File: config.mk
export PLATFORM = sky130hd
export DESIGN_NAME = lif_array_sched_flat
export DESIGN_NICKNAME = d
export VERILOG_FILES = /design/src/rtl/lif_array_sched_if.sv /design/src/rtl/lif_array_sched.sv /design/src/flat_wrapper.sv
export SDC_FILE = /design/constraint.sdc
export NUM_CORES = 1
export LEC_CHECK = 0
export BUFFER_PORTS_ARGS = -buffer_cell sky130_fd_sc_hd__buf_2
export CAP_MARGIN = 20
export CORE_UTILIZATION = 50
export CTS_CLUSTER_SIZE = 40
export DETAILED_ROUTE_END_ITERATION = 6
export PLACE_DENSITY = 0.78
export SLEW_MARGIN = 10
export SYNTH_ARGS = -nofsm -noshare
export SYNTH_HDL_FRONTEND = slang
export SYNTH_SLANG_ARGS = --single-unit
File: constraint.sdc
create_clock -name clk -period 7.2 [get_ports clk]
set_input_delay 0.36 -clock clk [delete_from_list [all_inputs] [get_ports clk]]
set_output_delay 0.36 -clock clk [all_outputs]
set_load 0.01 [all_outputs]
File: src/rtl/lif_array_sched_if.sv
// Spike-event handshake bundle between the LIF scheduler and the routing fabric.
// Latency: n/a (wires only).
// Backpressure: master holds spk_valid/spk_id stable until the slave raises spk_ready.
//   spk_valid : event pending (master -> slave)
//   spk_id    : neuron index of the pending event (master -> slave)
//   spk_ready : consumer accepts the event on spk_valid && spk_ready (slave -> master)
interface lif_array_sched_if #(
    parameter int unsigned IDW = 3
) ();
    logic           spk_valid;
    logic [IDW-1:0] spk_id;
    logic           spk_ready;

    modport master (output spk_valid, output spk_id, input spk_ready);
    modport slave  (input spk_valid, input spk_id, output spk_ready);
endinterface

File: src/rtl/lif_array_sched.sv
// Time-multiplexed LIF neuron array: one shared update datapath sweeps neurons 0..N-1 per start pulse.
// Latency: one neuron per enabled cycle; step_done pulses N+1 cycles after start when nothing stalls.
// Backpressure: a firing neuron waits (idx holds) while the spike register is full and not accepted.
//
// Ports:
//   clk, rst_n            : clock, asynchronous active-low reset
//   en_i                  : global enable; low freezes FSM, neuron state and the spike register
//   start_i               : begin a sweep (taken only in IDLE with en_i high)
//   cur_we_i/addr/data    : input-current array write port, usable at any time
//   rd_addr_i / rd_u_o    : debug read of U[rd_addr_i], registered, 1-cycle latency
//   busy_o / step_done_o  : sweep in progress / one-cycle pulse at sweep completion
//   spk (master)          : spike-ID event output with valid/ready handshake
// Build option: define LIF_SAT_EN to saturate both potential updates at 255 instead of wrapping.
module lif_array_sched #(
    parameter int unsigned N         = 8,
    parameter logic [7:0]  THRESHOLD = 8'd239,
    parameter logic [3:0]  REFRACT   = 4'd15,
    parameter int unsigned IDW       = $clog2(N)
) (
    input  logic               clk,
    input  logic               rst_n,
    input  logic               en_i,
    input  logic               start_i,
    input  logic               cur_we_i,
    input  logic [IDW-1:0]     cur_addr_i,
    input  logic [7:0]         cur_data_i,
    input  logic [IDW-1:0]     rd_addr_i,
    output logic [7:0]         rd_u_o,
    output logic               busy_o,
    output logic               step_done_o,
    lif_array_sched_if.master  spk
);

    typedef enum logic {
        ST_IDLE,
        ST_UPDATE
    } state_t;

    state_t         state_q, state_d;
    logic [IDW-1:0] idx_q, idx_d;
    logic           step_done_q, step_done_d;
    logic           spk_valid_q, spk_valid_d;
    logic [IDW-1:0] spk_id_q, spk_id_d;
    logic [7:0]     rd_u_q;

    logic [7:0]     u_q [N];
    logic [3:0]     t_q [N];
    logic [7:0]     i_q [N];

    // Neuron under evaluation
    logic [7:0]     cur_u, cur_i, u_fire, u_leak, u_new;
    logic [3:0]     cur_t, t_new;
    logic           fire, hs, stall, commit, idx_last;

    assign cur_u = u_q[idx_q];
    assign cur_t = t_q[idx_q];
    assign cur_i = i_q[idx_q];

    assign fire     = (cur_t == 4'd0) && (cur_u >= THRESHOLD);
    assign hs       = spk_valid_q && spk.spk_ready;
    // Only a firing neuron needs the spike register; non-firing ones always commit.
    assign stall    = fire && spk_valid_q && !spk.spk_ready;
    assign commit   = (state_q == ST_UPDATE) && !stall;
    assign idx_last = (idx_q == IDW'(N - 1));

`ifdef LIF_SAT_EN
    logic [8:0] fire_sum, leak_sum;
    // U >= THRESHOLD whenever this path is used, so the 9-bit difference never goes negative.
    assign fire_sum = {1'b0, cur_u} + {1'b0, cur_i} - {1'b0, THRESHOLD};
    assign leak_sum = {2'b00, cur_u[7:1]} + {1'b0, cur_i};
    assign u_fire   = fire_sum[8] ? 8'hFF : fire_sum[7:0];
    assign u_leak   = leak_sum[8] ? 8'hFF : leak_sum[7:0];
`else
    assign u_fire   = cur_u + cur_i - THRESHOLD;
    assign u_leak   = {1'b0, cur_u[7:1]} + cur_i;
`endif

    assign u_new = fire ? u_fire : u_leak;
    assign t_new = fire ? REFRACT : ((cur_t != 4'd0) ? cur_t - 4'd1 : 4'd0);

    always_comb begin
        state_d     = state_q;
        idx_d       = idx_q;
        step_done_d = 1'b0;
        spk_valid_d = hs ? 1'b0 : spk_valid_q;
        spk_id_d    = spk_id_q;
        case (state_q)
            ST_IDLE: begin
                if (start_i) begin
                    state_d = ST_UPDATE;
                    idx_d   = '0;
                end
            end
            ST_UPDATE: begin
                if (commit) begin
                    if (fire) begin
                        // Overrides a same-cycle handshake clear so back-to-back events have no gap.
                        spk_valid_d = 1'b1;
                        spk_id_d    = idx_q;
                    end
                    if (idx_last) begin
                        state_d     = ST_IDLE;
                        step_done_d = 1'b1;
                    end else begin
                        idx_d = idx_q + 1'b1;
                    end
                end
            end
            default: state_d = ST_IDLE;
        endcase
    end

    always_ff @(posedge clk or negedge rst_n) begin
        if (!rst_n) begin
            state_q     <= ST_IDLE;
            idx_q       <= '0;
            step_done_q <= 1'b0;
            spk_valid_q <= 1'b0;
            spk_id_q    <= '0;
        end else if (en_i) begin
            state_q     <= state_d;
            idx_q       <= idx_d;
            step_done_q <= step_done_d;
            spk_valid_q <= spk_valid_d;
            spk_id_q    <= spk_id_d;
        end
    end

    always_ff @(posedge clk or negedge rst_n) begin
        if (!rst_n) begin
            for (int k = 0; k < N; k++) begin
                u_q[k] <= '0;
                t_q[k] <= '0;
            end
        end else if (en_i && commit) begin
            u_q[idx_q] <= u_new;
            t_q[idx_q] <= t_new;
        end
    end

    // Current writes ignore en_i; a write landing on the neuron being evaluated
    // is seen only by the next sweep because the update above reads the old value.
    always_ff @(posedge clk or negedge rst_n) begin
        if (!rst_n) begin
            for (int k = 0; k < N; k++) begin
                i_q[k] <= '0;
            end
        end else if (cur_we_i) begin
            i_q[cur_addr_i] <= cur_data_i;
        end
    end

    // Debug read samples the array before any same-edge commit.
    always_ff @(posedge clk or negedge rst_n) begin
        if (!rst_n) begin
            rd_u_q <= '0;
        end else begin
            rd_u_q <= u_q[rd_addr_i];
        end
    end

    assign rd_u_o        = rd_u_q;
    assign busy_o        = (state_q != ST_IDLE);
    assign step_done_o   = step_done_q;
    assign spk.spk_valid = spk_valid_q;
    assign spk.spk_id    = spk_id_q;

endmodule

File: src/flat_wrapper.sv
// flat-port wrapper written by rule: the top's interface ports become plain ports
module lif_array_sched_flat 
#(
    parameter int unsigned N         = 8,
    parameter logic [7:0]  THRESHOLD = 8'd239,
    parameter logic [3:0]  REFRACT   = 4'd15,
    parameter int unsigned IDW       = $clog2(N)
)
  (clk, rst_n, en_i, start_i, cur_we_i, cur_addr_i, cur_data_i, rd_addr_i, rd_u_o, busy_o, step_done_o, spk_spk_valid, spk_spk_id, spk_spk_ready);
  lif_array_sched_if #(.IDW(IDW)) spk_i ();
  input  logic clk;
  input  logic rst_n;
  input  logic en_i;
  input  logic start_i;
  input  logic cur_we_i;
  input  logic [IDW-1:0] cur_addr_i;
  input  logic [7:0] cur_data_i;
  input  logic [IDW-1:0] rd_addr_i;
  output logic [7:0] rd_u_o;
  output logic busy_o;
  output logic step_done_o;
  output wire logic [$bits(spk_i.spk_valid)-1:0] spk_spk_valid;
  output wire logic [$bits(spk_i.spk_id)-1:0] spk_spk_id;
  input wire logic [$bits(spk_i.spk_ready)-1:0] spk_spk_ready;
  assign spk_spk_valid = spk_i.spk_valid;
  assign spk_spk_id = spk_i.spk_id;
  assign spk_i.spk_ready = spk_spk_ready;
  lif_array_sched #(.N(N), .THRESHOLD(THRESHOLD), .REFRACT(REFRACT), .IDW(IDW)) u_core (.clk(clk), .rst_n(rst_n), .en_i(en_i), .start_i(start_i), .cur_we_i(cur_we_i), .cur_addr_i(cur_addr_i), .cur_data_i(cur_data_i), .rd_addr_i(rd_addr_i), .rd_u_o(rd_u_o), .busy_o(busy_o), .step_done_o(step_done_o), .spk(spk_i));
endmodule
==> metrics.yaml, run 1 <==
synthesis:
  ys_warn_count: 0
  synth-xor-area-share: 0.01033
  synth_fa_ha_area_frac: 0.03514
  synth-compound-area-share: 0.05901
  yosysTopAreaCell: "dfrtp_1"
  yosys-top-cells-count: "dfrtp_1, mux2_2, mux2_1"
  synth_area_leaders: "dfrtp_1, mux2_2, mux4_2"
  syn_nets: 724
  synth.ff_latch_count: 177
  yosys.area_share.simple: 0.06022
  synth_mux_area_frac: 0.3318
  ys_types: 52
  syn_area_um2: 9329
  synth_flop_cell: "dfrtp_1"
  async_flop_share: 1.000
  yosysMostFrequentCell: "dfrtp_1"
  synth_top_area_frac: 0.4748
  synth_top_family_by_area: "multiplexers"
  avgSynthCellArea_um2: 13.74
  syn_inst: 679
  synth_enable_flop_cells: 0
  yosysSeqAreaShare: 0.4748
sta:
  worstMarginPinSlew_ps: 906.2
  finalCritPeriodShare: 0.6600
  finalSetupTns_ps: 0
  holdWs_ps: -11.01
  rsz0062_at_grt: "false"
  hold_viol_final: 7
  slew_violations: 0
  setup_violations: 0
  fmaxAchievable_ghz: 0.2104
  relSlewSlack: 0.3895
  period_needed_ps: 4752
  finalClockSkew_ps: 10.74
global_route:
  gr-usage-all-layers: 0.2371
  groute.layer.met2.usage: 0.3853
  antenna_found_initial: 0
  grt_pass1_vias: 6261
  grt_pass1_wl_um: 34780
  met3_usage: 0.05628
  use_met1: 0.3092
  busiest_layer: "met2"
  overflow: 0
  grt_max_degree: 96
clock_network:
  cts_buffers: 17
  postCtsSetupRepairBufs: 0
  cts_tree: "yes"
  root_buffer: "clkbuf_16"
  htreeDepth: 4
  holdBufCountCts: 0
  cts_resized: 0
  clkSinkCount: 177
  clk_latency_ps: 440
  clk_pin_slew_ps: 70
  clk_path_buf_depth: 2
setup_path:
  worstPathCellList: "buf_4 > and2_1 > a22oi_1 > a21o_1 > o211a_1 > inv_1 > ha_1 > ha_1 > fa_1 > a21oi_1 > nor2_1 > o21ai_0 > a21oi_1 > xnor2_1 > mux2i_1 > xor2_1 > mux2_2"
  critPathMaxFanout: 24
  worst-path-buf-inv: 2
  crit_path_start_kind: "register"
  critPathMaxStageDelay_ps: 850
  end_kind: "register"
  required_ps: 7570
  crit_family: "compound AO/OA/AOI/OAI gates"
  worst-setup-path-type: "reg -> reg"
  worst_ep_arrival_time_ps: 5130
  cpMaxStageDelayCell: "dfrtp_1"
layout:
  diodes: 0
  multi_input_area_um2: 4647
  fin_util: 0.5670
  nNetsFinal: 751
  ff_latch_area_um2: 4432
  stdcell_area_um2: 10290
  syn_to_final_growth_pct: 10.30
  fill_cells: 1438
  drive_gt1_frac: 0.3588
drt:
  drt_iter0_markers: 422
  vias: 5929
  drt-pass1-iter-count: 7
  drt.antenna.violating_nets: 0
  drc: 3
  wl_um: 21360
  wl_per_cell_um: 22.53
  vias_per_cell: 6.254
floorplan:
  num_io_pins: 34
  start_util: 0.5141
  core_um2: 18150
  die_area_um2: 19210
  die_w_um: 138.6
  row_count: 49
  die_y_um: 138.6
place:
  dpl.hpwl_um: 14680
  gp_congestion: 0.8893
  placed_area_um2: 9679
  io_buffers: 33
status:
  violations: "design-rule violations, negative hold slack"
  outcome: "finished, violations left"
hold_path:
  min_path_type: "in -> async"
run:
  maxCapViolations: 0
worst register-to-register path, cell delays in order, from the launching register on:
cell and delay, ps:
dfrtp_1 850, buf_4 410, and2_1 370, a22oi_1 170, a21o_1 230, o211a_1 130
inv_1 100, ha_1 240, ha_1 230, fa_1 420, a21oi_1 170, nor2_1 60
o21ai_0 210, a21oi_1 120, xnor2_1 140, mux2i_1 160, xor2_1 440, mux2_2 250
area by class of cell:
cell class              instances  share of cell area
clock buffers                  21             0.04377
clock inverters                11             0.01289
inverters                      16            0.005837
multi-input cells             449              0.4516
flip-flops and latches        177              0.4307
well taps                     229             0.02785
repair buffers                 45             0.02736
through the flow:
step                      setup slack (ps)  std cells
after floorplan                       2822        679
after global placement                2652        915
after detailed placement              2498        915
after CTS                             2441        947
after global routing                  2063        948
final                                 2448        948
final timing paths:
check,cells past startpoint,startpoint,endpoint,slack [ps]
max,17,u_core.idx_q[2],u_core.u_q[63],2450
max in group asynchronous,3,rst_n,u_core.u_q[28],6060
max reg2reg,17,u_core.idx_q[2],u_core.u_q[63],2450
min,1,rst_n,u_core.u_q[59],-10
min in group clk,4,spk_spk_ready,u_core.spk.spk_valid,180
min reg2reg,1,u_core.t_q[6],u_core.t_q[6],490
layer usage:
metal	up-vias	part of all wire	routed length (um)
li1	2582	-	-
met1	3125	0.43	9207
met2	187	0.49	10520
met3	35	0.057	1216
met4	0	0.019	415
met5	-	0	0
cell families (layout without fill, tap and decap cells):
| group | after synthesis | count (layout) |
|---|---|---|
| compound gates | 77 | 77 |
| flops | 177 | 177 |
| buf+inv | 53 | 93 |
| xor+xnor | 11 | 11 |
| mux | 238 | 238 |
| simple gates | 98 | 98 |
| fa+ha+maj | 25 | 25 |
layout by cell type, fill, tap and decap left out, types with 4 or more instances in the layout:
cell type     n
and3_4        4
a221oi_1     12
clkbuf_16    17
mux2i_1      22
a22oi_1       9
inv_1        15
nor3b_2       6
mux4_2       33
nor2b_1       8
xnor2_1       7
nor3_1        7
o21ai_0      10
buf_2        32
nand2_1      21
nor2_1       23
mux2_2      113
ha_1         23
clkinvlp_4    5
dfrtp_1     175
mux2_1       51
a21oi_1      17
xor2_1        4
a21o_1        5
a221o_1       4
nand2b_1      8
mux2_4       19
buf_4        11
registers in the layout (all words and copies together) (netlist names):
name / flops
u_core.i_q: 64
u_core.u_q: 64
u_core.t_q: 32
u_core.rd_u_o: 8
u_core.idx_q: 3
u_core.spk.spk_id: 3
u_core.busy_o: 1
u_core.spk.spk_valid: 1
u_core.step_done_o: 1
Power of run 1 is not shown: default switching activity piles up to over one toggle a cycle in this logic, so the estimate is an artifact.
==> run 2, diff against run 1 <==
--- a/config.mk
+++ b/config.mk
@@ -10,7 +10,7 @@
 export CORE_UTILIZATION = 50
 export CTS_CLUSTER_SIZE = 40
 export DETAILED_ROUTE_END_ITERATION = 6
-export PLACE_DENSITY = 0.78
+export PLACE_DENSITY = 0.8
 export SLEW_MARGIN = 10
 export SYNTH_ARGS = -nofsm -noshare
 export SYNTH_HDL_FRONTEND = slang
==> constraint.sdc (replaced) <==
create_clock -name clk -period 4.1 [get_ports clk]
set_input_delay 0.205 -clock clk [delete_from_list [all_inputs] [get_ports clk]]
set_output_delay 0.205 -clock clk [all_outputs]
set_load 0.01 [all_outputs]
==> metrics.yaml, run 2 (synthesized netlist as in run 1, its figures left out) <==
sta:
  slew_violations: 0  # unchanged
  period_needed_ps: 3916  # was 4752 ps
  finalSetupTns_ps: 0  # unchanged
  worstMarginPinSlew_ps: 944.4  # was 906.2 ps
  setup_violations: 0  # unchanged
  finalCritPeriodShare: 0.9552  # was 0.6600
  fmaxAchievable_ghz: 0.2553  # was 0.2104 GHz
  finalClockSkew_ps: 10.42  # was 10.74 ps
  hold_viol_final: 0  # was 7
  relSlewSlack: 0.3638  # was 0.3895
  holdWs_ps: 41.48  # was -11.01 ps
setup_path:
  worst_ep_arrival_time_ps: 4230  # was 5130 ps
  r2r_end: "u_core.u_q[55]"  # was u_core.u_q[63]
  r2r.worst_path.cells: 17  # unchanged
  regToRegStartpoint: "u_core.idx_q[0]"  # was u_core.idx_q[2]
  critPathMaxFanout: 8  # was 24
  r2r_slack_ps: 180  # was 2450 ps
  end_kind: "register"  # unchanged
  worst-setup-path-type: "reg -> reg"  # unchanged
  required_ps: 4420  # was 7570 ps
  crit_path_start_kind: "register"  # unchanged
clock_network:
  cts_tree: "yes"  # unchanged
  clkSinkCount: 177  # unchanged
  clk_path_buf_depth: 2  # unchanged
  cts_buffers: 17  # unchanged
  htreeDepth: 4  # unchanged
  clk_pin_slew_ps: 70  # about the same
  clk_latency_ps: 430  # was 440 ps
  root_buffer: "clkbuf_16"  # unchanged
global_route:
  grt_pass1_wl_um: 35160  # was 34780 um
  grt_max_degree: 90  # was 96
  overflow: 0  # unchanged
  antenna_found_initial: 0  # unchanged
  gr-usage-all-layers: 0.2419  # was 0.2371
  grt_pass1_vias: 6288  # was 6261
layout:
  drive_gt1_frac: 0.3870  # was 0.3588
  largest_registers: "u_core.i_q: 64 flops, u_core.u_q: 64 flops, u_core.t_q: 32 flops"  # unchanged
  diodes: 0  # unchanged
  nNetsFinal: 771  # was 751
  final_common_cell: "dfrtp_1"  # unchanged
  final_cell_mix: "dfrtp_1, mux2_2, mux2_1, mux4_2, buf_2"  # unchanged
  syn_to_final_growth_pct: 13.51  # was 10.30%
place:
  gp_congestion: 0.8937  # was 0.8893
  dpl.hpwl_um: 14890  # was 14680 um
  io_buffers: 33  # unchanged
drt:
  wl_per_cell_um: 22.57  # was 22.53 um
  vias: 6019  # was 5929
  wl_um: 21850  # was 21360 um
  vias_per_cell: 6.218  # was 6.254
  drt.antenna.violating_nets: 0  # unchanged
  drt_iter0_markers: 472  # was 422
  drt-pass1-iter-count: 7  # unchanged
  drc: 2  # was 3
hold_path:
  hold_start: "spk_spk_ready"
  whs_path_depth: 4
  min_path_type: "in -> reg"  # was in -> async
  min_to: "u_core.spk.spk_valid"
status:
  violations: "design-rule violations"  # was design-rule violations, negative hold slack
  outcome: "finished, violations left"  # unchanged
floorplan:
  die_y_um: 138.6  # unchanged
  row_count: 49  # unchanged
  core_um2: 18150  # unchanged
  num_io_pins: 34  # unchanged
  start_util: 0.5141  # unchanged
  die_area_um2: 19210  # unchanged
  die_w_um: 138.6  # unchanged
run:
  maxCapViolations: 0  # unchanged
## run 2: worst max-delay path by stage
stage,start,endpoint,slack (ps),cells past startpoint
2_1_floorplan,u_core.idx_q[1],u_core.u_q[23],30,21
3_3_place_gp,u_core.idx_q[0],u_core.u_q[31],280,16
3_5_place_dp,u_core.idx_q[0],u_core.u_q[31],120,17
4_1_cts,u_core.idx_q[0],u_core.u_q[31],90,17
5_1_grt,u_core.idx_q[1],u_core.u_q[55],-3,15
6_report,u_core.idx_q[0],u_core.u_q[55],180,17
## run 2: stage by stage
stage                     worst slack, ps  std cells  cell area, um^2    util
final                               183.7        968            10590  0.5835
after floorplan                     30.24        679             9349       -
after global placement              282.3        931             9844  0.5425
after global routing               -2.776        968            10590  0.5835
after CTS                           91.38        964            10530  0.5803
after detailed placement            118.5        931             9844  0.5425
## run 2: routing by layer
layer / up-vias / global-route usage / share of wire
met2: 241 / 0.3842 / 0.48
met4: 0 / 0.1112 / 0.029
met1: 3091 / 0.3187 / 0.43
met5: - / 0 / 0
li1: 2633 / - / -
met3: 54 / 0.05387 / 0.062
## run 2: what timing repair did
action	in CTS	in global routing
hold buffers	1	0
hold endpoints to repair	88	0
resized for setup	0	7
buffers inserted	0	4
endpoints found under the setup margin	0	47
## run 2: cell type report
class | instances | area [um^2]
clock buffer | 19 | 442.9
clock inverter | 13 | 232.7
fill | 1403 | 7559
inverter | 16 | 60.06
multi-input combinational | 449 | 4673
sequential | 177 | 4432
tap | 229 | 286.5
timing repair buffer | 65 | 461.7
## run 2: critical path: stages (launching register included)
cell	delay, ps
dfrtp_2	420
buf_12	140
buf_4	160
and2_1	170
a22oi_1	270
o211a_1	230
inv_1	70
ha_1	300
ha_1	240
fa_1	420
a21oi_1	160
nor2_1	70
o21ai_1	160
a21oi_1	100
xnor2_1	130
mux2i_1	230
xor2_2	180
mux2_1	350
Power of run 2 is left out for the same reason.
